<file path="config.mk">
export PLATFORM = sky130hd
export DESIGN_NAME = player_arb
export DESIGN_NICKNAME = d
export VERILOG_FILES = /design/src/rtl/player_arb.sv
export SDC_FILE = /design/constraint.sdc
export NUM_CORES = 1
export LEC_CHECK = 0
export CAP_MARGIN = 20
export CORE_ASPECT_RATIO = 0.9
export CORE_MARGIN = 10
export CORE_UTILIZATION = 51
export CTS_BUF_LIST = sky130_fd_sc_hd__clkbuf_2 sky130_fd_sc_hd__clkbuf_4 sky130_fd_sc_hd__clkbuf_8
export CTS_CLUSTER_SIZE = 16
export DETAILED_ROUTE_END_ITERATION = 6
export GPL_TIMING_DRIVEN = 0
export PLACE_DENSITY = 0.89
export SLEW_MARGIN = 20
export SYNTH_ARGS = -nofsm -noshare
export SYNTH_HDL_FRONTEND = slang
export SYNTH_SLANG_ARGS = --single-unit
</file>
<file path="constraint.sdc">
create_clock -name sysclk -period 2.7 [get_ports sysclk]
set_input_delay 0.54 -clock sysclk [delete_from_list [all_inputs] [get_ports sysclk]]
set_output_delay 0.54 -clock sysclk [all_outputs]
set_load 0.005 [all_outputs]
</file>
<file path="src/rtl/player_arb.sv">
// player_arb: fixed-priority sequencer sharing one tune player between N_REQ requesters.
// Handles preemption, repeat-until-cancel with an inter-repeat gap, a watchdog and mute.
module player_arb #(
   parameter int unsigned      N_REQ       = 3,
   parameter int unsigned      MSC_N       = 4,
   parameter int unsigned      TW          = 2,
   parameter logic [N_REQ-1:0] REPEAT_MASK = 3'b001,
   parameter int unsigned      GAP_CYC     = 1000,
   parameter logic [31:0]      TMO_CYC     = 32'd50_000_000
) (
   input  logic                sysclk,
   input  logic                rst,
   input  logic [N_REQ-1:0]    req,
   input  logic [N_REQ-1:0]    cancel,
   input  logic [N_REQ*TW-1:0] req_tune,
   input  logic [N_REQ*10-1:0] req_vol,
   input  logic                mute,
   output logic [MSC_N-1:0]    start,
   output logic [9:0]          volume_in,
   input  logic                tran_end,
   output logic [N_REQ-1:0]    grant,
   output logic [N_REQ-1:0]    done,
   output logic [N_REQ-1:0]    abort,
   output logic                busy
);

   localparam int unsigned AW = (N_REQ > 1) ? $clog2(N_REQ) : 1;

   typedef enum logic [1:0] {ST_IDLE, ST_START, ST_PLAY, ST_GAP} state_t;

   state_t           state;
   logic [N_REQ-1:0] pending;
   logic [TW-1:0]    tune_q [N_REQ];
   logic [9:0]       vol_q  [N_REQ];
   logic [AW-1:0]    act;
   logic [TW-1:0]    act_tune;
   logic [9:0]       act_vol;
   logic [31:0]      cnt;

   logic             pick_vld;
   logic [AW-1:0]    pick_idx;
   logic             preempt;

   function automatic logic [MSC_N-1:0] onehot_tune(input logic [TW-1:0] t);
      onehot_tune = '0;
      for (int k = 0; k < MSC_N; k++)
         if (t == TW'(k)) onehot_tune[k] = 1'b1;
   endfunction

   function automatic logic tune_ok(input logic [TW-1:0] t);
      return 32'(t) < MSC_N;
   endfunction

   function automatic logic [N_REQ-1:0] onehot_req(input logic [AW-1:0] a);
      onehot_req    = '0;
      onehot_req[a] = 1'b1;
   endfunction

   // Lowest pending index wins; a pending index below act means preemption.
   always_comb begin
      pick_vld = |pending;
      pick_idx = '0;
      for (int i = N_REQ - 1; i >= 0; i--)
         if (pending[i]) pick_idx = AW'(i);
   end

   assign preempt = pick_vld && (pick_idx < act);
   assign busy    = (state != ST_IDLE);

   always_ff @(posedge sysclk) begin
      if (rst) begin
         state     <= ST_IDLE;
         pending   <= '0;
         act       <= '0;
         act_tune  <= '0;
         act_vol   <= '0;
         cnt       <= '0;
         start     <= '0;
         volume_in <= '0;
         grant     <= '0;
         done      <= '0;
         abort     <= '0;
         // NOTE: the tune/vol latches are cleared as well, so a stale id can never leak out after reset.
         for (int i = 0; i < N_REQ; i++) begin
            tune_q[i] <= '0;
            vol_q[i]  <= '0;
         end
      end else begin
         // NOTE: these defaults are overridden by later non-blocking assignments in the same pass.
         start     <= '0;
         done      <= '0;
         abort     <= '0;
         volume_in <= mute ? '0 : act_vol;

         unique case (state)
            ST_IDLE: begin
               if (pick_vld) begin
                  act               <= pick_idx;
                  act_tune          <= tune_q[pick_idx];
                  act_vol           <= vol_q[pick_idx];
                  pending[pick_idx] <= 1'b0;
                  start             <= onehot_tune(tune_q[pick_idx]);
                  grant             <= onehot_req(pick_idx);
                  volume_in         <= mute ? '0 : vol_q[pick_idx];
                  state             <= ST_START;
               end
            end

            ST_START: begin
               cnt <= '0;
               if (cancel[act] || !tune_ok(act_tune)) begin
                  abort <= onehot_req(act);
                  grant <= '0;
                  state <= ST_IDLE;
               end else begin
                  state <= ST_PLAY;
               end
            end

            ST_PLAY, ST_GAP: begin
               if (preempt) begin
                  abort             <= onehot_req(act);
                  act               <= pick_idx;
                  act_tune          <= tune_q[pick_idx];
                  act_vol           <= vol_q[pick_idx];
                  pending[pick_idx] <= 1'b0;
                  start             <= onehot_tune(tune_q[pick_idx]);
                  grant             <= onehot_req(pick_idx);
                  volume_in         <= mute ? '0 : vol_q[pick_idx];
                  state             <= ST_START;
               end else if (cancel[act]) begin
                  abort <= onehot_req(act);
                  grant <= '0;
                  state <= ST_IDLE;
               end else if (state == ST_GAP) begin
                  if (cnt == 32'(GAP_CYC - 1)) begin
                     start <= onehot_tune(act_tune);
                     cnt   <= '0;
                     state <= ST_START;
                  end else begin
                     cnt <= cnt + 32'd1;
                  end
               end else if (tran_end) begin
                  if (REPEAT_MASK[act]) begin
                     cnt   <= '0;
                     state <= ST_GAP;
                  end else begin
                     done  <= onehot_req(act);
                     grant <= '0;
                     state <= ST_IDLE;
                  end
               end else if (cnt == TMO_CYC - 32'd1) begin
                  abort <= onehot_req(act);
                  grant <= '0;
                  state <= ST_IDLE;
               end else begin
                  cnt <= cnt + 32'd1;
               end
            end

            default: state <= ST_IDLE;
         endcase

         // Requests and cancels land after any pick above, so a same-cycle re-request stays pending.
         for (int i = 0; i < N_REQ; i++) begin
            if (req[i]) begin
               tune_q[i] <= req_tune[i*TW +: TW];
               vol_q[i]  <= req_vol[i*10 +: 10];
            end
            if (cancel[i])   pending[i] <= 1'b0;
            else if (req[i]) pending[i] <= 1'b1;
         end
      end
   end

endmodule

</file>
==> impl_metrics.yaml, run 1 <==
synth:
  yosys.area.top_type: "dfxtp_1"
  synthFlopType: "dfxtp_1"
  seq_area_frac_synth_pct: 50.9
  synth_fp_nets: 587
  synthCells: 539
  ys_top_cells_by_area: "dfxtp_1 (29%), edfxtp_1 (21%), a21oi_1 (5.8%), and2_1 (4.8%), o21ai_0 (3.5%)"
  synth-edff-count: 36
  synth_top_area_share_pct: 29.4
  synth.distinct_cells: 54
  async_flop_share_pct: 0
  netlist_area_um2: 5030
  syn_area_per_cell_um2: 9.34
  yosys_warnings: 0
  ys_ff_latch: 110
layout:
  layout.nets: 674
  syn_to_final_growth_pct: 26.1
  nFillCells: 724
  layout_commonest_cell: "dfxtp_1"
  final_layout_size_suffix_gt1_share_pct: 11.4
  final_area_um2: 6340
  final_cell_mix: "dfxtp_1 (71), clkdlybuf4s50_1 (68), a21oi_1 (52)"
  antenna_cells: 0
status:
  violations: "negative setup slack"
  status: "finished with violations"
place:
  post-dp-hpwl_um: 10300
  dp_slack_ns: -0.705
  placed_area_um2: 5870
  gp_congestion: 0.946
  numPortBuffers: 68
grt:
  grt_pass1_wl_um: 22400
  antenna_found_initial: 0
  grt_pass1_vias: 4655
  grt-ovfl-total: 0
  grt_use_total_pct: 18.8
  grt_start_max_net_pins: 22
setup_path:
  end_kind: "flip-flop"
  ff2ff_setup_slack_ns: -0.06
  r2r_cells: 11
  endpoint: "cnt[30]$_SDFFE_PP0P_"
  arrival_ns: 3.10
  crit_start: "pending[0]$_SDFFE_PP0P_"
  crit_type: "flip-flop to flip-flop"
  reg2reg_to: "cnt[30]$_SDFFE_PP0P_"
  reg2reg_from: "pending[0]$_SDFFE_PP0P_"
  required_ns: 3.04
  cp-start-kind: "flip-flop"
  cp_max_fo: 8
timing:
  slew_headroom_pct: 51.3
  fin_skew_ns: 0.0185
  hold_ws_ns: 0.504
  worstMarginPinSlew_ns: 0.729
  hold_violations: 0
  slew_violations: 0
  setup_violations: 1
  period_share_pct: 102
  tns_ns: -0.0606
  period_minus_slack_ns: 2.76
  rsz0062_at_grt: "yes"
  worst_slack_ns: -0.0606
  max_freq_mhz: 362
clocking:
  cts_root_buffer: "clkbuf_8"
  ctsHoldBuffers: 0
  clk_pin_slew_worst_paths_ns: 0.11
  tritoncts: "yes"
  clkLatencyLatePin_ns: 0.40
  cts.sinks: 110
  clk_path_buf_depth: 2
  h-tree-depth: 3
  numCtsBuffers: 9
pwr:
  ir_drop_v: 0.000400
  p_leak_nw: 2.15
  p_per_area_nw_per_um2: 526
  p_total_mw: 3.34
detailed_routing:
  via_count: 4713
  wl_per_cell_um: 19.3
  viasPerCell: 6.23
  drtIter0Drc: 658
  wl_um: 14600
  ant_nets: 0
  firstDrtPassIters: 5
  drc_errors: 0
floorplan:
  die_w_um: 125
  io_pins: 70
  die_area_um2: 14200
  rows: 34
  start_util_pct: 52.1
  die_h_um: 114
  core_um2: 9660
job:
  max_cap_viol_count: 0
worst_hold_path:
  hp-class: "flip-flop to flip-flop"
[cell usage after synthesis, drive strengths merged, types with 3 or more instances]
cell / number
nand2: 25
or4: 14
a211oi: 4
and2: 39
and4: 3
a21oi: 59
inv: 12
clkbuf: 28
dfxtp: 74
nor3: 22
nor4: 14
nand2b: 3
edfxtp: 36
nand3: 17
buf: 5
nor2b: 17
o31ai: 15
nand4b: 4
o32ai: 3
or3: 13
o21ai: 35
a22oi: 12
nor2: 26
nand4: 11
mux2i: 5
and3: 8
or2: 7
[per-layer routing]
layer  up-vias  share of wire [%]  GRT usage [%]
met2       247                 49           31.1
met4         0                2.2           7.14
met5         -                  0              0
li1       2171                  -              -
met1      2257                 41           23.3
met3        38                8.2           4.77
[area by class of cell]
type                       count  area, µm²  share of cell area, %
buffer                        31        170                   2.68
clock inverter                 7       76.3                   1.20
multi-input combinational    384       2420                   38.1
tap                          126        158                   2.48
inverter                      12       45.0                  0.710
sequential                   110       2570                   40.5
timing repair buffer          78        785                   12.4
clock buffer                   9        124                   1.95
[power breakdown]
| part | leakage (nW) | internal (mW) | switching [mW] |
|---|---|---|---|
| sequential | 0.985 | 1.80 | 0.0424 |
| clock | 0.101 | 0.366 | 0.635 |
| combinational | 1.07 | 0.223 | 0.267 |
[logic make-up (layout without fill, tap and decap cells)]
| group | Yosys count | after routing | share of synthesized area, % |
|---|---|---|---|
| buffers and inverters | 45 | 137 | 3.70 |
| and+or+nand+nor | 229 | 229 | 26.0 |
| adders and majority gates | 2 | 2 | 0.497 |
| muxes | 6 | 6 | 1.22 |
| xor gates and xnor gates | 2 | 2 | 0.348 |
| AOI/OAI and AO/OA | 144 | 144 | 17.2 |
| DFF | 110 | 110 | 50.9 |
| other | 1 | 1 | 0.0745 |
[worst max-delay path, cell delays in order (launching register included)]
cell and delay [ns]:
dfxtp_2 0.35, buf_8 0.12, nor2b_4 0.12, nor2b_4 0.19
ha_4 0.15, nand2_2 0.06, a21o_1 0.21, a311o_1 0.39
a211o_1 0.34, buf_6 0.15, or4_4 0.51, a21oi_2 0.12
[timing repair]
| item | CTS | global route |
|---|---|---|
| pin swaps | 4 | 18 |
| setup buffers | 3 | 6 |
| gates resized for setup | 26 | 32 |
| cloned | 0 | 1 |
| endpoints found under the setup margin | 60 | 41 |
[stage by stage]
stage / instances / utilization [%]
2_1_floorplan: 539 / -
5_1_grt: 757 / 65.7
6_report: 757 / 65.7
4_1_cts: 750 / 63.9
3_5_place_dp: 733 / 60.8
3_3_place_gp: 733 / 60.8
[worst min path at each step]
stage          depth (start not counted)                     start                  endpoint
2_1_floorplan                          2      cnt[31]$_SDFFE_PP0P_      cnt[31]$_SDFFE_PP0P_
3_3_place_gp                           2      cnt[31]$_SDFFE_PP0P_      cnt[31]$_SDFFE_PP0P_
3_5_place_dp                           2  act_tune[0]$_SDFFE_PP0P_  act_tune[0]$_SDFFE_PP0P_
4_1_cts                                2  act_tune[0]$_SDFFE_PP0P_  act_tune[0]$_SDFFE_PP0P_
5_1_grt                                2       cnt[8]$_SDFFE_PP0P_       cnt[8]$_SDFFE_PP0P_
6_report                               2  act_tune[0]$_SDFFE_PP0P_  act_tune[0]$_SDFFE_PP0P_
[flip-flops by register name, indices dropped and copies added, names as in the netlist]
name / cells
volume_in: 10
act_tune: 2
vol_q: 30
grant: 3
abort: 3
act_vol: 10
act: 2
state: 2
cnt: 32
start: 4
tune_q: 6
done: 3
pending: 3
(Power assumes the default switching activity.)
==> run 2, diff against run 1 <==
CTS_CLUSTER_DIAMETER = 120   (was unset)
==> results of run 2 <==
Final layout, timing and power as in run 1 (identical DEF).
==> run 3, diff against run 2 <==
RECOVER_POWER = 100   (was unset)
==> impl_metrics.yaml, run 3 (same netlist as run 1, synthesis figures left out) <==
setup_path:
  reg2reg_to: "cnt[30]$_SDFFE_PP0P_"
  arrival_ns: 3.09
  cp-start-kind: "flip-flop"
  worstPathCellList: "buf_8 > nor2b_4 > nor2b_4 > ha_4 > nand2_2 > a21o_1 > a311o_1 > a211o_1 > buf_6 > or4_4 > a21oi_2"
  crit_slowest_cell: "or4_4"
  end_kind: "flip-flop"
  crit_start: "pending[0]$_SDFFE_PP0P_"
  path_common_cell: "nor2b_4"
  cp_max_fo: 8
  ff2ff_setup_slack_ns: -0.05
  r2r_cells: 11
  endpoint: "cnt[30]$_SDFFE_PP0P_"
  reg2reg_from: "pending[0]$_SDFFE_PP0P_"
  slowest_delay_ns: 0.51
  required_ns: 3.03
  crit_type: "flip-flop to flip-flop"
floorplan:
  rows: 34
  core_um2: 9660
  die_area_um2: 14200
  die_w_um: 125
  start_util_pct: 52.1
  die_h_um: 114
  io_pins: 70
worst_hold_path:
  hp-start: "act_tune[0]$_SDFFE_PP0P_"
  hp-class: "flip-flop to flip-flop"
detailed_routing:
  wl_per_cell_um: 19.1
  viasPerCell: 6.22
  wl_um: 14500
  ant_nets: 0
  firstDrtPassIters: 5
  via_count: 4705
  drc_errors: 0
  drtIter0Drc: 637
grt:
  antenna_found_initial: 0
  grt-ovfl-total: 0
  grt_pass1_vias: 4655
  grt_use_total_pct: 18.8
  grt_pass1_wl_um: 22400
  grt_start_max_net_pins: 22
clocking:
  tritoncts: "yes"
  clk_pin_slew_worst_paths_ns: 0.11
  clkLatencyLatePin_ns: 0.39
  clk_path_buf_depth: 2
  cts.sinks: 110
  cts_root_buffer: "clkbuf_8"
  h-tree-depth: 3
  numCtsBuffers: 9
place:
  dp_slack_ns: -0.705
  placed_area_um2: 5870
  post-dp-hpwl_um: 10300
  gp_congestion: 0.946
  numPortBuffers: 68
timing:
  period_minus_slack_ns: 2.75
  fin_skew_ns: 0.0156
  setup_violations: 1
  worst_slack_ns: -0.0538
  worstMarginPinSlew_ns: 0.753
  period_share_pct: 102
  rsz0062_at_grt: "yes"
  slew_headroom_pct: 49.7
  slew_violations: 0
  hold_violations: 0
  max_freq_mhz: 363
status:
  status: "finished with violations"
  violations: "negative setup slack"
job:
  max_cap_viol_count: 0
layout:
  top_regs: "cnt: 32 flops, vol_q: 30 flops"
  final_cell_mix: "dfxtp_1 (71), a21oi_1 (52), clkdlybuf4s50_1 (44)"
  final_area_um2: 6340
  layout.nets: 674
  syn_to_final_growth_pct: 26.1
  largest_register_ff_count: 32
  layout_commonest_cell: "dfxtp_1"
  antenna_cells: 0
  final_layout_size_suffix_gt1_share_pct: 11.4
  max_flop_register: "cnt"
pwr:
  combPwrFrac_pct: 14.5
  p_leak_nw: 2.20
  pwr-share-seq_pct: 55.6
  swShare_pct: 28.1
  switchingPower_mw: 0.934
  p_per_area_nw_per_um2: 523
  p_int_mw: 2.38
  clkPwrFrac_pct: 29.9
  ir_drop_v: 0.000399
## run 3: cell count changes in the layout (fill, tap and decap cells not counted), sizes merged
cell           previous run  this run
clkdlybuf4s50            68        44
dlygate4sd3               0        24
## run 3: what timing repair did
item | 4_1_cts | 5_1_grt
hold buffers | 0 | 0
endpoints found under the setup margin | 60 | 41
pin swaps | 4 | 18
cloned | 0 | 1
buffers inserted | 3 | 6
gates resized for setup | 26 | 32
## run 3: worst min path at each step
stage / depth (start not counted) / slack, ns / to
after floorplan: 2 / 0.45 / cnt[31]$_SDFFE_PP0P_
after global routing: 2 / 0.53 / cnt[8]$_SDFFE_PP0P_
after detailed placement: 2 / 0.49 / act_tune[0]$_SDFFE_PP0P_
after global placement: 2 / 0.46 / cnt[31]$_SDFFE_PP0P_
after CTS: 2 / 0.50 / act_tune[0]$_SDFFE_PP0P_
final: 2 / 0.50 / act_tune[0]$_SDFFE_PP0P_
## run 3: cell type report
cell class | instances | area [µm²]
well taps | 126 | 158
plain buffers | 31 | 170
multi-input cells | 384 | 2420
fillers | 724 | 3310
repair buffers | 78 | 785
clock buffers | 9 | 124
flip-flops and latches | 110 | 2570
clock inverters | 7 | 76.3
inverters | 12 | 45.0
## run 3: power by group through the flow
stage	clock, mW	sequential, mW	combinational [mW]
after floorplan	0	1.87	0.242
after global placement	0	1.87	0.411
after detailed placement	0	1.88	0.429
after CTS	1.00	1.84	0.453
after global routing	1.07	1.85	0.518
final	0.993	1.84	0.481
## run 3: worst max-delay path, delay by kind of cell, from the launching register on
kind / cells / cell delay [ns]
AOI/OAI and AO/OA: 4 / 1.06
adders and majority gates: 1 / 0.15
buffers and inverters: 2 / 0.27
DFF: 1 / 0.35
and+or+nand+nor: 4 / 0.87
## run 3: metal layers
| metal | vias up | share of wire, % | GRT usage (%) |
|---|---|---|---|
| li1 | 2167 | - | - |
| met1 | 2238 | 40 | 23.3 |
| met2 | 270 | 49 | 31.1 |
| met3 | 30 | 9.0 | 4.77 |
| met4 | 0 | 2.0 | 7.14 |
| met5 | - | 0 | 0 |
## run 3: stage by stage
stage	setup TNS (ns)	hold WS [ns]	power (mW)	utilization, %	cells
2_1_floorplan	0	0.452	2.11	-	539
3_3_place_gp	-23.96	0.462	2.28	60.8	733
3_5_place_dp	-28.49	0.487	2.31	60.8	733
4_1_cts	0	0.500	3.30	63.9	750
5_1_grt	-0.991	0.534	3.44	65.7	757
6_report	-0.0538	0.505	3.32	65.7	757
==> RTL change 1: new RTL, flow settings as in run 2 <==
The parameter `MSC_N` goes from 4 to 5.
--- a/src/rtl/player_arb.sv
+++ b/src/rtl/player_arb.sv
@@ -3,5 +3,5 @@
 module player_arb #(
    parameter int unsigned      N_REQ       = 3,
-   parameter int unsigned      MSC_N       = 4,
+   parameter int unsigned      MSC_N       = 5,
    parameter int unsigned      TW          = 2,
    parameter logic [N_REQ-1:0] REPEAT_MASK = 3'b001,
Interface: changed (resized start); port bits go from 70 to 71. The function was not compared with the original's and may differ.
==> RTL change 1 against run 2 <==
  * Wire length is 2.2% lower
  * Setup slack better by 83 ps
  * Total power is 4.3% higher
  * Synthesized area is 0.37% higher
  * Sequential cell count stayed put
  * Sequential share of layout area is 0.70 points lower
  * Sequential power hardly changed
  * Clock skew is 9.1 ps lower
  * Final area is 2.0% higher
  * Synthesized cell count is 0.56% higher
  * Largest power group unchanged
==> RTL change 1: results (changes against run 2) <==
* Met3 routed WL at 1050 um (was 1200 um)
* Most common library cells after synthesis: dfxtp_1, nor2_1, a21oi_1 (was dfxtp_1, a21oi_1, and2_1)
* Worst slack at placement at -661 ps (was -705 ps)
* Multi-input gates at 394 (was 384)
* First-pass GRT wire length at 22,500 um (was 22,400 um)
* Peak fanout along the critical path at 10 (was 8)
* Cells after DPL at 737 (was 733)
* Clock skew at 9.46 ps (was 18.5 ps)
* Vias in the first global route at 4,587 (was 4,655)
* Compound-gate portion of the synthesized area at 0.173 (was 0.172)
* Number of clock buffers in the layout at 10 (was 9)
* Sequential share of cell area at 0.398 (was 0.405)
* Met3 Resource Use GR at 0.0551 (was 0.0477)
* Layout clock area frac at 0.0335 (was 0.0316)
* Initial DRC Count at 460 (was 658)
* RePlAce Congestion at 0.897 (was 0.946)
* Status: completed (was finished, violations left)
* Filler cells at 759 (was 724)
* IO buf count at 69 (was 68)
* Data buffer area share at 0.154 (was 0.150)
* DR vias/cell at 6.02 (was 6.23)
* Tot GR Track Use at 0.190 (was 0.188)
* Worst Path Arrival at 2990 ps (was 3100 ps)
* Cell Area, Placed at 5940 um^2 (was 5870 um^2)
* Static Leakage at 2.25 nW (was 2.15 nW)
* Finished Layout Cells at 768 (was 757)
* Synth Net Count at 590 (was 587)
* Relative max-transition margin at 0.525 (was 0.513)
* Drt wl/cell at 18.6 um (was 19.3 um)
* Delay of the slowest critical-path stage at 550 ps (was 510 ps)
* Die area at 14,300 um^2 (was 14,200 um^2)
* Unique masters post-synth at 60 (was 54)
* Layout cells sized above 1 at 0.142 (was 0.114)
* Worst VDD drop at 0.449 mV (was 0.400 mV)
* Crit-path leading delay family: simple AND/OR/NAND/NOR gates (was compound AO/OA/AOI/OAI gates)
* Critical Path Slowest Stage Cell: or4b_4 (was or4_4)
* Multi-input gate area at 2490 um^2 (was 2420 um^2)
* Synth Area in XOR/XNOR at 0.0104 (was 0.00348)
* Mux cell area share after synthesis at 0.00198 (was 0.0122)
* Wire length on met1 at 5720 um (was 5980 um)
* Setup bufs post-CTS at 6 (was 3)
* Non-CTS buffers at 113 (was 109)
* Sequential share of the synthesized area at 0.507 (was 0.509)
* Syn Inst Count at 542 (was 539)
* Top cells by area, synth: dfxtp_1, edfxtp_1, nor2_1 (was dfxtp_1, edfxtp_1, a21oi_1)
* Final #Nets at 685 (was 674)
* M2 GR Usage at 0.332 (was 0.311)
* Fraction of area in multi-input gates at 0.385 (was 0.381)
* HPWL Detailed at 10,200 um (was 10,300 um)
RTL change 1: cell types whose count changed after synthesis, moves of 6 or more:
cell       change
nor2_1        +47
a21oi_1       -12
or4_1         -12
o31ai_1       -11
a221oi_1      +10
a22oi_1        -9
o21ai_0        -9
nand3b_1       +8
clkbuf_1       -7
nand3_1        -7
o2111ai_1      +6
RTL change 1: where the power goes:
part	internal (mW)	switching (mW)	leakage, nW
clock network	0.498	0.589	0.115
logic	0.252	0.293	1.15
registers	1.80	0.0426	0.986
total	2.55	0.924	2.25
RTL change 1: worst paths after layout:
kind                            endpoint     start  cells after the start  slack (ps)
worst max-delay path             cnt[29]    cnt[7]                      9          20
worst min-delay path            grant[2]  grant[2]                      2         480
worst max register to register   cnt[29]    cnt[7]                      9          20
worst min register to register  grant[2]  grant[2]                      2         480
RTL change 1: worst register-to-register path: stages, from the launching register on:
cell	delay, ps
dfxtp_4	390
or4b_4	550
or4_4	450
nor4_4	200
nor3_4	110
buf_4	150
or2_4	270
a21o_1	220
buf_6	160
a21oi_2	110
==> RTL change 2: new RTL, settings of run 2 <==
Without the edit above. Reset style: asynchronous (`rst`), changed in one clocked block.
--- a/src/rtl/player_arb.sv
+++ b/src/rtl/player_arb.sv
@@ -68,5 +68,5 @@
    assign busy    = (state != ST_IDLE);
 
-   always_ff @(posedge sysclk) begin
+   always_ff @(posedge sysclk or posedge rst) begin
       if (rst) begin
          state     <= ST_IDLE;
Function: differs if rst is asserted again (counterexample within 4 cycles, from zero or initial values and one cycle with rst high); with rst held inactive, the same outputs for 4 cycles.
==> RTL change 2 against run 2 <==
  * Via count rose by 0.13%
  * Final area rose by 6.8%
  * Setup slack improved by 100 ps
  * Sequential cell count fell by 1
  * Wire length rose by 4.5%
  * Synthesized area rose by 7.7%
  * Die area rose by 6.4%
  * Maximum frequency rose by 3.8%
  * First-iteration DRC count fell by 39%
  * Core utilization rose by 0.17 points
  * Critical endpoint is now volume_in[3]
Power is not compared: it rests on default switching activity, and its combinational part moved more than twofold at a synthesized area within 25%.
==> RTL change 2: results (changes against run 2) <==
* Status: completed (was finished, violations left)
* Compound-gate portion of the synthesized area at 0.144 (was 0.172)
* Top cells by area, synth: dfrtp_1, mux2_2, a21oi_1 (was dfxtp_1, edfxtp_1, a21oi_1)
* Synth Area in XOR/XNOR at 0 (was 0.00348)
* Worst slack at placement at -559 ps (was -705 ps)
* Cell taking the most area after synthesis: dfrtp_1 (was dfxtp_1)
* Worst Tran Pin Value at 813 ps (was 729 ps)
* Delay of the slowest critical-path stage at 480 ps (was 510 ps)
* Cells after DPL at 712 (was 733)
* Worst hold start: act_vol[1] (was act_tune[0])
* Routed wire length at 15,200 um (was 14,600 um)
* Cell Area, Placed at 6360 um^2 (was 5870 um^2)
* Sequential share of the synthesized area at 0.503 (was 0.509)
* R2r setup slk at 40 ps (was -60 ps)
* HPWL Detailed at 10,800 um (was 10,300 um)
* Tot GR Track Use at 0.192 (was 0.188)
* Crit path launch: pending[1] (was pending[0])
* CP Capture Point: volume_in[3] (was cnt[30])
* Synth async-reset ratio at 1.00 (was 0)
* Register-to-Register Path Depth at 9 (was 11)
* Drt wl/cell at 20.7 um (was 19.3 um)
* F_max at 376 MHz (was 362 MHz)
* Worst Path Arrival at 2910 ps (was 3100 ps)
* Critical Path Slowest Stage Cell: dfrtp_2 (was or4_4)
* Mux cell area share after synthesis at 0.103 (was 0.0122)
* Largest net degree at the start of global routing at 34 (was 22)
* First-pass GRT wire length at 24,000 um (was 22,400 um)
* Most common library cells after synthesis: dfrtp_1, mux2_2, nand2_1 (was dfxtp_1, a21oi_1, and2_1)
* Crit-path leading delay family: simple AND/OR/NAND/NOR gates (was compound AO/OA/AOI/OAI gates)
* Post-Synth Adder-Cell Area at 0.00462 (was 0.00497)
* Via count at 4,719 (was 4,713)
* Unique masters post-synth at 59 (was 54)
* Layout cells sized above 1 at 0.208 (was 0.114)
* Syn Inst Count at 512 (was 539)
## RTL change 2: layer usage
metal	vias up	wire (um)	global-route usage
met5	-	0	0
met1	2335	6100	0.254
met4	0	286	0.0501
met2	250	7500	0.310
met3	35	1340	0.0423
li1	2099	-	-
## RTL change 2: worst min path at each step
stage                      end  slack (ps)  depth (start not counted)
global route          vol_q[2]         520                          1
global placement    act_vol[4]         480                          1
CTS                 act_vol[5]         510                          1
detailed placement  act_vol[4]         480                          1
floorplan           act_vol[3]         470                          1
finish              act_vol[1]         500                          1
## RTL change 2: cell type report
| cell class | instances | area (um^2) |
|---|---|---|
| timing repair buffer | 82 | 835 |
| clock buffer | 9 | 124 |
| fill | 688 | 3510 |
| sequential | 109 | 2730 |
| buffer | 30 | 175 |
| clock inverter | 6 | 55.1 |
| tap | 129 | 161 |
| multi-input combinational | 357 | 2650 |
| inverter | 12 | 48.8 |
